### src/rtl/alu_mul_sequencer.sv
// Multi-cycle low-word multiplier that borrows the shared execute-stage ALU
// for shift-and-add. It issues one add per set multiplier bit and one shift per bit.
module alu_mul_sequencer #(
    parameter int XLEN = 32
) (
    input  logic            clock,
    input  logic            reset,
    input  logic            req_valid,
    output logic            req_ready,
    input  logic [XLEN-1:0] req_a,
    input  logic [XLEN-1:0] req_b,
    output logic            resp_valid,
    input  logic            resp_ready,
    output logic [XLEN-1:0] resp_data,
    input  logic            flush,
    output logic            alu_req,
    input  logic            alu_gnt,
    output logic [3:0]      alu_sel,
    output logic [XLEN-1:0] alu_op1,
    output logic [XLEN-1:0] alu_op2,
    input  logic [XLEN-1:0] alu_result
);

    localparam logic [1:0] S_IDLE  = 2'd0;
    localparam logic [1:0] S_EVAL  = 2'd1;
    localparam logic [1:0] S_SHIFT = 2'd2;
    localparam logic [1:0] S_DONE  = 2'd3;

    localparam logic [3:0] ALU_ADD  = 4'h1;
    localparam logic [3:0] ALU_SLL  = 4'h2;
    localparam logic [3:0] ALU_NONE = 4'hF;

    logic [1:0]      r_state;
    logic [XLEN-1:0] r_acc;
    logic [XLEN-1:0] r_mcand;
    logic [XLEN-1:0] r_mplier;
    logic [5:0]      r_count;

    logic [XLEN-1:0] w_mplier_next;
    logic [5:0]      w_count_next;
    logic            w_last_bit;

    assign w_mplier_next = r_mplier >> 1;
    assign w_count_next  = r_count + 6'd1;
    assign w_last_bit    = (w_mplier_next == '0) || (w_count_next == 6'(XLEN));

    assign req_ready  = (r_state == S_IDLE);
    assign resp_valid = (r_state == S_DONE);
    assign resp_data  = resp_valid ? r_acc : '0;

    // NOTE: every output gets a default before the case so no path leaves
    // one unassigned, which would otherwise infer a latch.
    always_comb begin
        alu_req = 1'b0;
        alu_sel = ALU_NONE;
        alu_op1 = '0;
        alu_op2 = '0;
        if (!flush) begin
            case (r_state)
                S_EVAL: begin
                    if (r_mplier[0]) begin
                        alu_req = 1'b1;
                        alu_sel = ALU_ADD;
                        alu_op1 = r_acc;
                        alu_op2 = r_mcand;
                    end
                end
                S_SHIFT: begin
                    alu_req = 1'b1;
                    alu_sel = ALU_SLL;
                    alu_op1 = r_mcand;
                    alu_op2 = XLEN'(1);
                end
                default: ;
            endcase
        end
    end

    // NOTE: state registers use non-blocking assignments so every register
    // sees the pre-edge values of the others, independent of statement order.
    always_ff @(posedge clock) begin
        if (reset) begin
            r_state  <= S_IDLE;
            r_acc    <= '0;
            r_mcand  <= '0;
            r_mplier <= '0;
            r_count  <= '0;
        end else if (flush) begin
            r_state <= S_IDLE;
        end else begin
            case (r_state)
                S_IDLE: begin
                    if (req_valid) begin
                        r_acc    <= '0;
                        r_mcand  <= req_a;
                        r_mplier <= req_b;
                        r_count  <= '0;
                        r_state  <= (req_b == '0) ? S_DONE : S_EVAL;
                    end
                end
                S_EVAL: begin
                    if (!r_mplier[0]) begin
                        r_state <= S_SHIFT;
                    end else if (alu_gnt) begin
                        r_acc   <= alu_result;
                        r_state <= S_SHIFT;
                    end
                end
                S_SHIFT: begin
                    // The multiplier shift is local; only the multiplicand uses the ALU.
                    if (alu_gnt) begin
                        r_mcand  <= alu_result;
                        r_mplier <= w_mplier_next;
                        r_count  <= w_count_next;
                        r_state  <= w_last_bit ? S_DONE : S_EVAL;
                    end
                end
                S_DONE: begin
                    if (resp_ready) r_state <= S_IDLE;
                end
                default: r_state <= S_IDLE;
            endcase
        end
    end

endmodule

### config.mk
export PLATFORM = sky130hd
export DESIGN_NAME = alu_mul_sequencer
export DESIGN_NICKNAME = d
export VERILOG_FILES = /design/src/rtl/alu_mul_sequencer.sv
export SDC_FILE = /design/constraint.sdc
export NUM_CORES = 1
export LEC_CHECK = 0
export ABC_AREA = 1
export ABC_CLOCK_PERIOD_IN_PS = 1900
export CORE_MARGIN = 2
export CORE_UTILIZATION = 38
export CTS_CLUSTER_DIAMETER = 100
export CTS_CLUSTER_SIZE = 8
export DETAILED_ROUTE_END_ITERATION = 16
export PLACE_DENSITY = 0.66
export SYNTH_ARGS = -nofsm -noshare
export SYNTH_HDL_FRONTEND = slang
export SYNTH_SLANG_ARGS = --single-unit
export TNS_END_PERCENT = 30
### constraint.sdc
create_clock -name clock -period 1.9 [get_ports clock]
set_input_delay 0.19 -clock clock [delete_from_list [all_inputs] [get_ports clock]]
set_output_delay 0.19 -clock clock [all_outputs]
set_load 0.02 [all_outputs]
==> metrics.cfg, run 1 <==
[outcome]
status = complete, but fails checks
violations = negative setup slack

[yosys]
synth_top_cell_by_area = dfxtp_1
yosysUniqueCellTypes = 27
ys_warn_count = 0
synthFlopType = dfxtp_1
synth-seq-cells = 104
synth_area_leaders = dfxtp_1, nand2_1, a31oi_1
syn_area_um2 = 5690
syn_area_per_cell_um2 = 6.56
yosys.area.top_type_share_pct = 36.6
yosysMostFrequentCell = nand2_1
yosysSeqAreaShare_pct = 36.6
ys_top_cells_by_count = nand2_1, dfxtp_1, a21oi_1
synthArstFlopShare_pct = 0
syn_nets = 975
synth_edf_count = 0
synthCells = 867

[cts]
cts_sinks = 104
cts-root-buf = clkbuf_16
cts_tree = built
cts.reportedPaths.clkPinSlew_ns = 0.07
numCtsBuffers = 9
clockBufferDepth = 2
clock_latency_ns = 0.35
cts_max_level = 3

[grt]
grt_pass1_vias = 5964
antenna_found_initial = 0
globalRouteOverflowTotal = 0
grt_start_max_net_pins = 67
grt_pass1_wl_um = 31300
grt_usage_pct = 24.1

[floorplan]
row_count = 44
dieWidth_um = 126
die_y_um = 126
boundaryPins = 205
initial_core_util_pct = 39.0
coreArea_um2 = 14600
dieArea_um2 = 16000

[critical_path]
path_class = flip-flop to output pin
critPathCaptureType = output pin
start_kind = flip-flop
r2r_start = r_state[1]$_SDFFE_PP0P_
path_max_fanout = 8
worstPathArrival_ns = 1.78
crit_required_ns = 1.71
worstSetupStartpoint = r_state[0]$_SDFFE_PP0P_

[sta]
tightest_slew_ns = 0.532
tns_ns = -0.309
whs_ns = 0.308
hold_violations = 0
period_minus_slack_ns = 1.97
clock.fmax_mhz = 507
skew_ns = 0.00847
slew_violations = 0
setup_ws_ns = -0.0740
relSlewSlack_pct = 64.5
rsz0062_at_grt = true
setup_viol = 13
fin_crit_sh_pct = 104

[pwr]
vdd_ir_drop_max_mv = 0.425
switching_power_w = 0.00156
switching_share_pct = 27.4
power.clock.fraction_pct = 35.9
combinationalPowerShare_pct = 20.9
p_seq_share_pct = 43.3
internal_power_w = 0.00411
p_per_area_nw_per_um2 = 664
p_leak_nw = 3.55

[routing]
drtIter0Drc = 514
dr.pass1.iters = 5
wl_per_cell_um = 16.5
num_vias = 6624
wirelength_um = 20600
vias_per_cell = 5.29
ant_nets = 0
drc = 0

[placement]
port_buffers = 204
placedCellCount = 1227
globalplace.congestion = 0.793
place_area_um2 = 8050
dp_hpwl_um = 13400

[finish]
drive_gt1_share_pct = 18.6
fin_util_pct = 58.5
final_cells = 1251
final_nets = 1171
area.growth.synth_to_final_pct = 50.1
diodes = 0
fin_area_um2 = 8540

[worst_hold_path]
min_from = reset
min_path_type = input pin to flip-flop

[job]
cap_violations = 0

[cell type report]
cell class | instances | area (um2)
fill | 1412 | 6050
multi-input combinational | 639 | 3270
timing repair buffer | 260 | 2440
sequential | 104 | 2090
clock buffer | 12 | 256
tap | 184 | 230
inverter | 49 | 191
clock inverter | 3 | 65.1
[state kept, by name, indices dropped and copies added (netlist names)]
register	flops
r_mplier	32
r_count	6
r_mcand	32
r_acc	32
r_state	2
[through the flow]
| stage | setup WS [ns] | power, W |
|---|---|---|
| 2_1_floorplan | 0.000514 | 0.00305 |
| 3_3_place_gp | -0.299 | 0.00354 |
| 3_5_place_dp | -0.305 | 0.00355 |
| 4_1_cts | -0.163 | 0.00557 |
| 5_1_grt | -0.136 | 0.00591 |
| 6_report | -0.0740 | 0.00567 |
[power by group through the flow]
| stage | registers (W) | clock network, W | logic, W |
|---|---|---|---|
| floorplan | 0.00245 | 0 | 0.000598 |
| global placement | 0.00249 | 0 | 0.00105 |
| detailed placement | 0.00249 | 0 | 0.00106 |
| CTS | 0.00244 | 0.00206 | 0.00107 |
| global route | 0.00247 | 0.00215 | 0.00129 |
| finish | 0.00245 | 0.00203 | 0.00118 |
[final timing paths]
check                              end  depth (start not counted)  slack [ns]
max                         alu_sel[1]                          6       -0.07
min           r_mcand[16]$_SDFFE_PP0P_                          4        0.31
max reg2reg  r_mplier[30]$_SDFFE_PP0P_                         11        0.07
min reg2reg      r_acc[6]$_SDFFE_PP0P_                          2        0.48
[cells in the final DEF, fill, tap and decap left out, types with 19 or more instances in the layout]
cell and count:
a21oi_1 68, a31oi_1 63, buf_2 31, buf_4 66, clkdlybuf4s50_1 100, dfxtp_1 103
dlygate4sd2_1 19, inv_1 41, nand2_1 264, nand3_1 68, nor2_1 44, o21ai_0 37
o21ai_1 31
[timing repair]
item	CTS	global route
buffers inserted	0	3
resized for setup	367	107
endpoints found under the setup margin	111	153
hold buffers	0	0
pin swaps	1	5
cloned	1	5
[critical path, cell delays in order (launching register included)]
cell     delay, ns
dfxtp_4       0.38
inv_4         0.06
ha_4          0.29
nand2_8       0.09
buf_12        0.16
or3_1         0.32
buf_6         0.14
[cell families after synthesis]
family / count (synthesis) / share of synthesized area (%)
buf+inv: 124 / 9.81
compound gates: 209 / 19.9
simple gates: 424 / 32.3
fa+ha+maj: 6 / 1.32
flops: 104 / 36.6
[per-layer routing]
layer	vias to the layer above	share of wire, %	GRT usage, %
met2	261	46	38.6
met5	-	0	0
li1	3291	-	-
met1	3036	45	32.2
met4	0	2.6	9.37
met3	36	6.4	4.47
Note: power is estimated with default switching activity, not from simulation.
==> inputs of run 2 (changes only) <==
--- a/config.mk
+++ b/config.mk
@@ -8,11 +8,11 @@
 export ABC_AREA = 1
 export ABC_CLOCK_PERIOD_IN_PS = 1900
 export CORE_MARGIN = 2
-export CORE_UTILIZATION = 38
+export CORE_UTILIZATION = 35
 export CTS_CLUSTER_DIAMETER = 100
 export CTS_CLUSTER_SIZE = 8
 export DETAILED_ROUTE_END_ITERATION = 16
-export PLACE_DENSITY = 0.66
+export PLACE_DENSITY = 0.61
 export SYNTH_ARGS = -nofsm -noshare
 export SYNTH_HDL_FRONTEND = slang
 export SYNTH_SLANG_ARGS = --single-unit
==> constraint.sdc (replaced) <==
create_clock -name clock -period 1.9 [get_ports clock]
set_input_delay 0.38 -clock clock [delete_from_list [all_inputs] [get_ports clock]]
set_output_delay 0.38 -clock clock [all_outputs]
set_load 0.02 [all_outputs]
==> metrics.cfg, run 2 (synthesis results as in run 1) <==
[sta]
whs_ns = 0.483
tightest_slew_ns = 0.554
setup_ws_ns = -0.234
rsz0062_at_grt = true
period_minus_slack_ns = 2.13
skew_ns = 0.00678
clock.fmax_mhz = 469
relSlewSlack_pct = 63.0
fin_crit_sh_pct = 112
slew_violations = 0
setup_viol = 118
hold_violations = 0

[pwr]
internal_power_w = 0.00418
switching_power_w = 0.00169
power.clock.fraction_pct = 33.7
p_leak_nw = 3.98
p_seq_share_pct = 42.1
combinationalPowerShare_pct = 24.2
vdd_ir_drop_max_mv = 0.417
p_per_area_nw_per_um2 = 604
power_w = 0.00587
switching_share_pct = 28.7

[placement]
port_buffers = 204
globalplace.congestion = 0.789
place_area_um2 = 8250
dp_hpwl_um = 14200
pre_cts_ws_ns = -0.702
placedCellCount = 1274

[outcome]
violations = negative setup slack
status = complete, but fails checks

[worst_hold_path]
min_path_type = flip-flop to flip-flop
min_from = r_count[5]$_SDFFE_PP0P_

[grt]
grt_pass1_vias = 6345
grt.met3_usage_pct = 3.90
grt_start_max_net_pins = 67
antenna_found_initial = 0
grt_pass1_wl_um = 34500
globalRouteOverflowTotal = 0
top_usage_layer = met2
use_met2_pct = 39.4
grtUsageMet1_pct = 33.2
grt_usage_pct = 24.6

[routing]
num_vias = 6907
drtIter0Drc = 455
wirelength_um = 23000
drc = 0
wl_per_cell_um = 17.4
dr.pass1.iters = 5
ant_nets = 0
vias_per_cell = 5.23

[floorplan]
coreArea_um2 = 15900
initial_core_util_pct = 35.8
die_y_um = 131
dieArea_um2 = 17300
row_count = 46
dieWidth_um = 131
boundaryPins = 205

[critical_path]
ff2ff_path_depth = 12
path_cells = inv_2 > ha_4 > nand2_8 > buf_12 > nor3b_1 > buf_2
r2r_setup_slack_ns = -0.06
r2r_start = r_state[0]$_SDFFE_PP0P_
start_kind = flip-flop
critPathCaptureType = output pin
cp-endpoint = alu_op2[18]
crit_required_ns = 1.52
r2r-end = r_mcand[8]$_SDFFE_PP0P_
crit_path_max_incr_delay_ns = 0.36
worstPathArrival_ns = 1.75
worstSetupStartpoint = r_state[0]$_SDFFE_PP0P_
slowest_stage = dfxtp_2
path_class = flip-flop to output pin
path_max_fanout = 11

[cts]
numCtsBuffers = 9
cts_max_level = 3
cts-root-buf = clkbuf_16
clock_latency_ns = 0.34
cts_tree = built
clockBufferDepth = 2
cts_sinks = 104
cts.reportedPaths.clkPinSlew_ns = 0.07

[finish]
area.growth.synth_to_final_pct = 70.7
final_cells = 1320
fin_area_um2 = 9710
drive_gt1_share_pct = 32.4
largestRegisters = r_acc: 32 flops, r_mcand: 32 flops, r_mplier: 32 flops
final_cell_mix = nand2_1, dfxtp_1, clkdlybuf4s50_1
n_fill_cell = 1484
final_nets = 1208
diodes = 0
final_common_cell = nand2_1

[job]
cap_violations = 0

run 2: cell count changes in the layout (fill, tap and decap cells not counted), sizes merged:
cell,previous run,this run
bufbuf,0,1
dlygate4sd2,19,0
nand2,267,268
clkinv,1,2
clkdlybuf4s15,12,0
buf,122,186
clkbuf,19,20
run 2: through the flow:
stage | util (%) | setup TNS [ns]
after floorplan | - | -4.11
after global placement | 51.9 | -60.15
after detailed placement | 51.9 | -60.90
after CTS | 55.5 | -11.61
after global routing | 61.1 | -24.81
final | 61.1 | -13.14
run 2: power by group through the flow:
stage	sequential [W]	clock [W]	combinational [W]
finish	0.00247	0.00198	0.00142
detailed placement	0.00249	0	0.00111
global placement	0.00250	0	0.00110
CTS	0.00245	0.00200	0.00126
global route	0.00249	0.00209	0.00152
floorplan	0.00245	0	0.000599
run 2: worst min-delay path by stage:
| stage | cells after the start | to | slack (ns) |
|---|---|---|---|
| finish | 2 | r_count[5]$_SDFFE_PP0P_ | 0.48 |
| global route | 2 | r_mplier[6]$_SDFFE_PP0P_ | 0.51 |
| CTS | 2 | r_count[5]$_SDFFE_PP0P_ | 0.48 |
| detailed placement | 2 | r_acc[12]$_SDFFE_PP0P_ | 0.47 |
| global placement | 2 | r_count[5]$_SDFFE_PP0P_ | 0.47 |
| floorplan | 2 | r_count[5]$_SDFFE_PP0P_ | 0.45 |
run 2: area by class of cell:
class	instances	area, um2	share of cell area, %
clock inverter	4	70.1	0.721
sequential	104	2080	21.5
multi-input combinational	640	3690	38.0
inverter	49	199	2.05
tap	216	270	2.78
clock buffer	11	233	2.40
timing repair buffer	296	3170	32.6
run 2: per-layer routing:
layer	share of wire (%)	up-vias
met5	0	-
met4	2.5	0
met3	5.6	38
met1	45	3265
li1	-	3372
met2	47	232
run 2: worst max-delay path, delay by kind of cell (launching register included):
family | cells | cell delay [ns]
buffers and inverters | 3 | 0.43
adders and majority gates | 1 | 0.30
and+or+nand+nor | 2 | 0.30
DFF | 1 | 0.36
run 2: what timing repair did:
| action | in CTS | in global routing |
|---|---|---|
| cloned | 6 | 9 |
| setup buffers | 16 | 7 |
| pin swaps | 31 | 23 |
| endpoints found under the setup margin | 179 | 205 |
| hold buffers | 0 | 0 |
| gates resized for setup | 577 | 228 |
==> inputs of run 3 (changes only) <==
--- a/config.mk
+++ b/config.mk
@@ -6,7 +6,6 @@
 export NUM_CORES = 1
 export LEC_CHECK = 0
 export ABC_AREA = 1
-export ABC_CLOCK_PERIOD_IN_PS = 1900
 export CORE_MARGIN = 2
 export CORE_UTILIZATION = 35
 export CTS_CLUSTER_DIAMETER = 100
==> results of run 3 <==
Same layout as run 2: the final DEF is identical, and so are final timing and power.
